==> src/rtl/traffic_request_ctrl_if.sv <==
// rtl/traffic_request_ctrl_if.sv - button/sensor/lamp inputs and request outputs of traffic_request_ctrl
interface traffic_request_ctrl_if;
  logic       btn;
  logic       sensor;
  logic       R;
  logic       Y;
  logic       G;
  logic       start;
  logic       req_pending;
  logic       fault;
  logic [1:0] state_o;

  modport master (
    output btn, sensor, R, Y, G,
    input  start, req_pending, fault, state_o
  );

  modport slave (
    input  btn, sensor, R, Y, G,
    output start, req_pending, fault, state_o
  );
endinterface

==> src/rtl/traffic_request_ctrl.sv <==
// rtl/traffic_request_ctrl.sv - debounced request stage driving start to the traffic-light FSM
// Optional periodic self-request when built with AUTO_CYCLE_EN.
module traffic_request_ctrl #(
  parameter int DEBOUNCE    = 4,
  parameter int MIN_RED     = 8,
  parameter int CNT_W       = 8,
  parameter int AUTO_PERIOD = 64
) (
  input  logic                 clk,
  input  logic                 reset,
  traffic_request_ctrl_if.slave bus
);

  typedef enum logic [1:0] {
    IDLE  = 2'b00,
    HOLD  = 2'b01,
    ISSUE = 2'b10,
    SERVE = 2'b11
  } state_t;

  state_t           state_q;
  logic             start_q;
  logic             req_pending_q;
  logic             fault_q;

  // Bit 0 carries btn, bit 1 carries sensor through identical conditioning.
  logic [1:0]       sync1_q, sync2_q;
  logic [1:0]       lvl_q, lvl_d, lvl_prev_q;
  logic [CNT_W-1:0] db_cnt_q [2];
  logic [CNT_W-1:0] db_cnt_d [2];
  logic [CNT_W-1:0] red_cnt_q, red_cnt_d;

  logic             req_evt;
  logic             lamp_bad;
  logic             force_idle;
  logic             auto_fire;
  logic             pend_set;
  logic             pend_clr;

  always_comb begin
    lvl_d = lvl_q;
    for (int i = 0; i < 2; i++) begin
      db_cnt_d[i] = '0;
      if (sync2_q[i] != lvl_q[i]) begin
        if (db_cnt_q[i] == CNT_W'(DEBOUNCE - 1)) begin
          lvl_d[i] = sync2_q[i];
        end else begin
          db_cnt_d[i] = db_cnt_q[i] + 1'b1;
        end
      end
    end
  end

  always_comb begin
    red_cnt_d = red_cnt_q;
    if (!bus.R) begin
      red_cnt_d = '0;
    end else if (red_cnt_q != CNT_W'(MIN_RED)) begin
      red_cnt_d = red_cnt_q + 1'b1;
    end
  end

  always_ff @(posedge clk or negedge reset) begin
    if (!reset) begin
      sync1_q     <= '0;
      sync2_q     <= '0;
      lvl_q       <= '0;
      lvl_prev_q  <= '0;
      db_cnt_q[0] <= '0;
      db_cnt_q[1] <= '0;
      red_cnt_q   <= '0;
    end else begin
      sync1_q     <= {bus.sensor, bus.btn};
      sync2_q     <= sync1_q;
      lvl_q       <= lvl_d;
      lvl_prev_q  <= lvl_q;
      db_cnt_q[0] <= db_cnt_d[0];
      db_cnt_q[1] <= db_cnt_d[1];
      red_cnt_q   <= red_cnt_d;
    end
  end

  // Coincident rising edges on both channels collapse into one event.
  assign req_evt    = |(lvl_q & ~lvl_prev_q);
  assign lamp_bad   = !((bus.R ^ bus.Y ^ bus.G) && !(bus.R && bus.Y && bus.G));
  assign force_idle = lamp_bad || fault_q;
  assign pend_set   = (req_evt && (state_q != ISSUE)) || auto_fire;
  assign pend_clr   = (state_q == ISSUE) && bus.G && !force_idle;

`ifdef AUTO_CYCLE_EN
  logic [CNT_W-1:0] auto_cnt_q;
  logic             auto_run;

  assign auto_run  = (state_q == IDLE) && bus.R && !req_pending_q && !req_evt;
  assign auto_fire = auto_run && (auto_cnt_q == CNT_W'(AUTO_PERIOD - 1));

  always_ff @(posedge clk or negedge reset) begin
    if (!reset) begin
      auto_cnt_q <= '0;
    end else if (!auto_run || auto_fire) begin
      auto_cnt_q <= '0;
    end else begin
      auto_cnt_q <= auto_cnt_q + 1'b1;
    end
  end
`else
  assign auto_fire = 1'b0;
`endif

  always_ff @(posedge clk or negedge reset) begin
    if (!reset) begin
      state_q       <= IDLE;
      start_q       <= 1'b0;
      req_pending_q <= 1'b0;
      fault_q       <= 1'b0;
    end else begin
      if (lamp_bad) begin
        fault_q <= 1'b1;
      end
      if (pend_clr) begin
        req_pending_q <= 1'b0;
      end else if (pend_set) begin
        req_pending_q <= 1'b1;
      end
      // A bad lamp vector parks the FSM in the same edge that latches fault.
      if (force_idle) begin
        state_q <= IDLE;
        start_q <= 1'b0;
      end else begin
        case (state_q)
          IDLE: begin
            if (req_pending_q && bus.R) begin
              state_q <= HOLD;
            end
          end
          HOLD: begin
            if (!bus.R) begin
              state_q <= IDLE;
            end else if (red_cnt_q == CNT_W'(MIN_RED)) begin
              state_q <= ISSUE;
              start_q <= 1'b1;
            end
          end
          ISSUE: begin
            if (bus.G) begin
              state_q <= SERVE;
              start_q <= 1'b0;
            end
          end
          SERVE: begin
            if (bus.R) begin
              state_q <= IDLE;
            end
          end
          default: begin
            state_q <= IDLE;
            start_q <= 1'b0;
          end
        endcase
      end
    end
  end

  assign bus.start       = start_q;
  assign bus.req_pending = req_pending_q;
  assign bus.fault       = fault_q;
  assign bus.state_o     = state_q;

endmodule

==> src/flat_wrapper.sv <==
// flat-port wrapper written by rule: the top's interface ports become plain ports
module traffic_request_ctrl_flat 
#(
  parameter int DEBOUNCE    = 4,
  parameter int MIN_RED     = 8,
  parameter int CNT_W       = 8,
  parameter int AUTO_PERIOD = 64
)
  (clk, reset, bus_btn, bus_sensor, bus_R, bus_Y, bus_G, bus_start, bus_req_pending, bus_fault, bus_state_o);
  traffic_request_ctrl_if bus_i ();
  input  logic clk;
  input  logic reset;
  input wire logic [$bits(bus_i.btn)-1:0] bus_btn;
  input wire logic [$bits(bus_i.sensor)-1:0] bus_sensor;
  input wire logic [$bits(bus_i.R)-1:0] bus_R;
  input wire logic [$bits(bus_i.Y)-1:0] bus_Y;
  input wire logic [$bits(bus_i.G)-1:0] bus_G;
  output wire logic [$bits(bus_i.start)-1:0] bus_start;
  output wire logic [$bits(bus_i.req_pending)-1:0] bus_req_pending;
  output wire logic [$bits(bus_i.fault)-1:0] bus_fault;
  output wire logic [$bits(bus_i.state_o)-1:0] bus_state_o;
  assign bus_i.btn = bus_btn;
  assign bus_i.sensor = bus_sensor;
  assign bus_i.R = bus_R;
  assign bus_i.Y = bus_Y;
  assign bus_i.G = bus_G;
  assign bus_start = bus_i.start;
  assign bus_req_pending = bus_i.req_pending;
  assign bus_fault = bus_i.fault;
  assign bus_state_o = bus_i.state_o;
  traffic_request_ctrl #(.DEBOUNCE(DEBOUNCE), .MIN_RED(MIN_RED), .CNT_W(CNT_W), .AUTO_PERIOD(AUTO_PERIOD)) u_core (.clk(clk), .reset(reset), .bus(bus_i));
endmodule
==> config.mk <==
export PLATFORM = sky130hd
export DESIGN_NAME = traffic_request_ctrl_flat
export DESIGN_NICKNAME = d
export VERILOG_FILES = /design/src/rtl/traffic_request_ctrl_if.sv /design/src/rtl/traffic_request_ctrl.sv /design/src/flat_wrapper.sv
export SDC_FILE = /design/constraint.sdc
export NUM_CORES = 1
export LEC_CHECK = 0
export ABC_AREA = 0
export CORE_MARGIN = 2
export CORE_UTILIZATION = 39
export CTS_CLUSTER_DIAMETER = 60
export DETAILED_ROUTE_END_ITERATION = 8
export PLACE_DENSITY_LB_ADDON = 0.12
export SLEW_MARGIN = 20
export SYNTH_ARGS = -nofsm -noshare
export SYNTH_HDL_FRONTEND = slang
export SYNTH_SLANG_ARGS = --single-unit
==> constraint.sdc <==
create_clock -name clk -period 2 [get_ports clk]
set_input_delay 0.2 -clock clk [delete_from_list [all_inputs] [get_ports clk]]
set_output_delay 0.2 -clock clk [all_outputs]
set_load 0.02 [all_outputs]
# Word-level counts from Yosys, hierarchy flattened
# Cells that the tools add are included.
[totals] mem_bits_ro=0 output_inout_bits=5 n_memories=0 ff_bits=37 latchBits=0 mem_bits_rw=0 input_bits=7 elab_cells=75
[classes] shifts=0 reduce_logical=19 magnitude_cmp=0 n_eq_ne=17 n_mul=0 muxes=20 n_div=0 n_addsub=3 n_bitwise=4
[ops] op="$mux W8" count=6
[ops] op="$add A8 B1 Y8 const B" count=3
[ops] op="$eq A8 B2 Y1 const B" count=2
[ops] op="$mux W2" count=6
[ops] op="$ne A3 B2 Y1 const B" count=3
[ops] op="$eq A8 B4 Y1 const B" count=1
[ops] op="$ne A8 B4 Y1 const B" count=1
[ops] op="$pmux W2 S4" count=1
[ops] op="$reduce_and A4 Y1" count=2
[ops] op="$logic_and A1 B1 Y1" count=7
[ops] op="$mux W1" count=6
[ops] op="$ne A3 B1 Y1 const B" count=2
[ops] op="$eq A2 B2 Y1 const B" count=2
[ops] op="$ne A4 B2 Y1 const B" count=1
[ops] op="$reduce_and A2 Y1" count=2
[ops] op="$logic_not A1 Y1" count=3
[ops] op="$reduce_bool A3 Y1" count=1
[ops] op="$and A2 B2 Y2" count=1
[ops] op="$eq A2 B1 Y1 const B" count=1
[ops] op="$logic_not A2 Y1" count=1
[ops] op="$ne A1 B1 Y1" count=2
[ops] op="$ne A2 B1 Y1 const B" count=1
[ops] op="$ne A2 B2 Y1 const B" count=1
[ops] op="$not A2 Y2" count=1
[ops] op="5 further kinds" count=6

# Logic depth before layout (Yosys ltp)
[depth] word_depth=9 ltp_mapped=6 mapped_depth_nobuf=6

# Worst setup path after synthesis
# OpenSTA, ideal clock, no wires.
[synth_path] path_kind="register to register" start="register u_core.state_q[0] (netlist: u_core.bus.state_o[0])" end="register u_core.state_q[1] (netlist: u_core.bus.state_o[1])" slack_ns=0.236 t_arrival_ns=1.683 required_time_ns=1.920 path_buffers=0 stages_incl_launch_ff=7 synth_period_minus_slack_ns=1.764 setup_ns=0.080 cell_sequence="dfrtp_1 inv_1 ha_1 a21bo_2 a221oi_1 or4b_1 o211ai_2"
[synth_via] elab_chain_len=3 word_cells_on_any_way=11 classes_between="eq/ne (7); mux (2); reduce/logical (2)"
[synth_rtl] item="from (decl)" line="traffic_request_ctrl.sv:21" text="state_t state_q;"
[synth_rtl] item="from (signal assigned)" line="traffic_request_ctrl.sv:112" text="state_q <= IDLE;"
[synth_rtl] item="from (signal assigned)" line="traffic_request_ctrl.sv:127" text="state_q <= IDLE;"
[synth_rtl] item="from (signal assigned)" line="traffic_request_ctrl.sv:133" text="state_q <= HOLD;"
[synth_rtl] item="$eq A2 B1 Y1, or another cell as far along" line="traffic_request_ctrl.sv:130" text="case (state_q)"
[synth_rtl] item="$ne A4 B2 Y1 (no source line), or another cell as far along"
[synth_rtl] item="$reduce_and A4 Y1 (no source line) / $mux W2 (equally long branches)"
# Several ways; a longest one is shown, not always the timed one.
# A chain may end at the register's enable or synchronous reset.

# Worst setup path in the final report
[layout_path] start="input port bus_R" end="register u_core.state_q[1] (netlist: u_core.bus.state_o[1])"
[layout_via] elab_chain_len=8 word_cells_on_any_way=17 classes_between="eq/ne (4); mux (3); bitwise (2); reduce/logical (8)"
[layout_rtl] item="from (decl)" line="flat_wrapper.sv:15" text="input wire logic [$bits(bus_i.R)-1:0] bus_R;"
[layout_rtl] item="$logic_and A1 B1 Y1 (2 in a row)" line="traffic_request_ctrl.sv:85" text="assign lamp_bad = !((bus.R ^ bus.Y ^ bus.G) && !(bus.R && bus.Y && bus.G));"
[layout_rtl] item="$logic_not A1 Y1" line="traffic_request_ctrl.sv:85"
[layout_rtl] item="$logic_and A1 B1 Y1" line="traffic_request_ctrl.sv:85"
[layout_rtl] item="$logic_not A1 Y1" line="traffic_request_ctrl.sv:85"
[layout_rtl] item="$logic_or A1 B1 Y1" line="traffic_request_ctrl.sv:86" text="assign force_idle = lamp_bad || fault_q;"
[layout_rtl] item="$ne A4 B2 Y1 (no source line), or another cell as far along"
[layout_rtl] item="$reduce_and A4 Y1 (no source line)"
# Several ways; a longest one is shown, not always the timed one.

==> tab_implementation.tex <==
\begin{tabular}{lr}
\hline
Metric & Value \\
\hline
\multicolumn{2}{l}{\textbf{Status}} \\
Result of the run & complete, no violations \\
\multicolumn{2}{l}{\textbf{Power and ir drop}} \\
Power share of the clock group & 0.315 \\
Reg power frac & 0.533 \\
Total leakage power & 0.955 nW \\
Post-route total power & 1.72 mW \\
Combinational power share & 0.152 \\
Net Sw Frac & 0.299 \\
Worst IR drop on VDD & 0.506 mV \\
Cell Int Power & 1.21 mW \\
Ratio of total power to cell area & 827 mW/mm2 \\
Switching Power & 516 uW \\
\multicolumn{2}{l}{\textbf{Routing}} \\
Final wirelength & 3030 um \\
Number of remaining DRC errors & 0 \\
Initial DRC Count & 41 \\
Detailed Routing Iterations Pass 1 & 4 \\
DRT antenna net count & 0 \\
Detailed-route via count & 1195 \\
Routed via count divided by cell count & 5.09 \\
Avg WL per Cell & 12.9 um \\
\multicolumn{2}{l}{\textbf{STA}} \\
Final critical-path required period & 1.91 ns \\
Period utilisation layout & 0.954 \\
Hold violation total from the final report & 0 \\
Worst relative slew slack & 0.690 \\
Final Setup Violations & 0 \\
Fmax & 524 MHz \\
Hold Slack & 0.319 ns \\
Number of pins exceeding their max-slew limit in the final report & 0 \\
Worst clock skew on the final layout & 0.00872 ns \\
Summed negative setup slack over all endpoints & 0 ns \\
Slack of the critical path & 0.0915 ns \\
Slew at the pin closest to its max-slew limit & 0.465 ns \\
\multicolumn{2}{l}{\textbf{Synth}} \\
Dominant cells by area after synthesis & sky130\_fd\_sc\_hd\_\_dfrtp\_1, sky130\_fd\_sc\_hd\_\_ha\_1, sky130\_fd\_sc\_hd\_\_xor2\_1, sky130\_fd\_sc\_hd\_\_xnor2\_1, sky130\_fd\_sc\_hd\_\_nand3\_1 \\
Post-synthesis instance area & 0.00178 mm2 \\
Main flop type after synthesis & sky130\_fd\_sc\_hd\_\_dfrtp\_1 \\
Syn\_nets & 176 \\
Number of synthesized flops with an enable pin & 0 \\
Share of the synthesized area in the top cell type & 0.521 \\
Warnings from Yosys & 0 \\
Area leader, netlist & sky130\_fd\_sc\_hd\_\_dfrtp\_1 \\
Cell count after synthesis & 160 \\
Synthesis-stage register bit count & 37 \\
Proportion of synthesized flip-flops having asynchronous set or reset & 1.00 \\
Sequential area share after synthesis & 0.521 \\
Synth unique cells & 34 \\
Average cell area after synthesis & 11.1 um2 \\
\multicolumn{2}{l}{\textbf{Clock tree}} \\
Clock input transition at the sequential cells of the worst setup and hold paths & 0.08 ns \\
TritonCTS clock tree & yes \\
Sink count of the clock tree & 37 \\
Hold-fix buffer count after cts & 0 \\
Clock buffer depth & 2 \\
CTS H-tree depth & 2 \\
Clock tree root buffer cell & sky130\_fd\_sc\_hd\_\_clkbuf\_8 \\
Clock latency reported for the late side of the worst-skew pair & 0.29 ns \\
TritonCTS buffer count & 5 \\
\multicolumn{2}{l}{\textbf{Global route}} \\
Overall overflow remaining after global route & 0 \\
Maximum number of pins on one net before global-route repair & 38 \\
Aggregate global-route resource usage & 0.132 \\
Global-route wire length before repair & 5200 um \\
Number of global-route vias before repair & 1191 \\
Antenna violations before repair & 0 \\
\multicolumn{2}{l}{\textbf{Die}} \\
Number of I/O pins & 12 \\
Number of rows in the core area & 24 \\
Full die area & 0.00511 mm2 \\
Die Y & 71.5 um \\
Area inside the core boundary & 0.00438 mm2 \\
Starting density of the core & 0.405 \\
Chip Width & 71.5 um \\
\multicolumn{2}{l}{\textbf{Flow run}} \\
Number of max-capacitance violations reported & 0 \\
\multicolumn{2}{l}{\textbf{Worst setup path}} \\
Setup Crit Path Kind & in -> reg \\
Critical-path cell list & clkdlybuf4s50\_1 > ha\_1 > or3b\_4 > a211oi\_2 > or4b\_1 > o211ai\_2 \\
Worst stage delay on the critical path & 0.48 ns \\
Critical-path maximum fanout & 5 \\
Type of origin of the critical path & input port \\
Slowest-stage cell, CP & sky130\_fd\_sc\_hd\_\_clkdlybuf4s50\_1 \\
Critical Path Sink Type & flip-flop \\
Worst EP required & 2.22 ns \\
Critical Path AT & 2.13 ns \\
\multicolumn{2}{l}{\textbf{Layout}} \\
Area growth from synthesis to layout & 17.4\% \\
Most frequent standard cell in the layout excluding fill and tap cells & sky130\_fd\_sc\_hd\_\_dfrtp\_1 \\
Number of diodes & 0 \\
Fraction of layout cells with a size suffix above 1 & 0.120 \\
Multi-input logic area & 822 um2 \\
Fill count & 404 \\
Final core utilization & 0.475 \\
Register area & 926 um2 \\
NumNets Final & 198 \\
Leading cell types in the layout, fill and taps excluded & sky130\_fd\_sc\_hd\_\_dfrtp\_1, sky130\_fd\_sc\_hd\_\_nor2\_1, sky130\_fd\_sc\_hd\_\_nand3\_1 \\
\multicolumn{2}{l}{\textbf{Place}} \\
Count of port buffers added during placement & 11 \\
Dpl hpwl & 2140 um \\
Setup WS pre-CTS & -0.207 ns \\
Routability-driven placement congestion ratio & 0.800 \\
\multicolumn{2}{l}{\textbf{Hold path}} \\
Class of the tightest hold or removal check & in -> async \\
\hline
\end{tabular}
[Yosys cell counts (all sizes together) (4+ instances only)]
master and n:
dfrtp 37, nor2 17, nand3 14, xor2 11
ha 9, xnor2 9, and3 8, inv 8
and2 7, nand2 4
[per-layer routing]
| layer | share of wire | global-route usage |
|---|---|---|
| met3 | 0.037 | 0.0478 |
| met5 | 0 | 0 |
| met4 | 0.017 | 0.0671 |
| met1 | 0.51 | 0.170 |
| met2 | 0.44 | 0.198 |
[flip-flops by register name (all words and copies together) (netlist names)]
| signal | flops |
|---|---|
| u_core.bus.fault | 1 |
| u_core.bus.req_pending | 1 |
| u_core.bus.start | 1 |
| u_core.bus.state_o | 2 |
| u_core.db_cnt_q | 16 |
| u_core.lvl_prev_q | 2 |
| u_core.lvl_q | 2 |
| u_core.red_cnt_q | 8 |
| u_core.sync1_q | 2 |
| u_core.sync2_q | 2 |
[cell type report]
| type | count | area share |
|---|---|---|
| Sequential cell | 37 | 0.444 |
| Multi-Input combinational cell | 114 | 0.394 |
| Timing Repair Buffer | 16 | 0.0708 |
| Clock buffer | 5 | 0.0330 |
| Tap cell | 52 | 0.0312 |
| Inverter | 8 | 0.0144 |
| Clock inverter | 3 | 0.0120 |
[path summary, 6_finish.rpt]
| check | start | to | slack [ns] | depth (start not counted) |
|---|---|---|---|---|
| worst max-delay path | bus_R | u_core.bus.state_o[1]$_DFFE_PN0P_ | 0.09 | 6 |
| worst min register to register | u_core.sync1_q[0]$_DFF_PN0_ | u_core.sync2_q[0]$_DFF_PN0_ | 0.36 | 0 |
| worst min-delay path | reset | u_core.sync1_q[0]$_DFF_PN0_ | 0.32 | 2 |
| max in group asynchronous | reset | u_core.red_cnt_q[2]$_DFFE_PN0P_ | 1.34 | 2 |
| worst max register to register | u_core.red_cnt_q[0]$_DFFE_PN0P_ | u_core.bus.start$_DFFE_PN0P_ | 0.21 | 6 |
| min in group clk | bus_btn | u_core.sync1_q[0]$_DFF_PN0_ | 0.34 | 1 |
[timing repair]
item / 4_1_cts / 5_1_grt
hold endpoints to repair: 0 / 0
resized for setup: 0 / 1
buffers inserted: 0 / 0
setup endpoints to repair: 0 / 2
[critical path: cells and delay by family]
family	cells	cell delay, ns
buf+inv	1	0.48
compound gates	2	0.30
fa+ha+maj	1	0.24
simple gates	2	0.90
[cells by family after synthesis]
kind of cell | after synthesis | share of synthesized area
simple gates | 66 | 0.205
flops | 37 | 0.521
xor+xnor | 20 | 0.0987
compound gates | 14 | 0.0620
buf+inv | 9 | 0.0190
fa+ha+maj | 9 | 0.0634
mux | 5 | 0.0303
[metrics by stage]
step                      std cells  instance area [um2]
after floorplan                 160                 1780
after global routing            235                 2080
after global placement          227                 1980
final                           235                 2080
after CTS                       235                 2080
after detailed placement        227                 1980
[power groups by stage]
stage,Clock [mW],Combinational [mW],Sequential [mW]
floorplan,0,0.188,0.915
global placement,0,0.255,0.929
detailed placement,0,0.265,0.936
CTS,0.565,0.267,0.921
global route,0.604,0.303,0.933
finish,0.543,0.263,0.919
(Power assumes the default switching activity.)
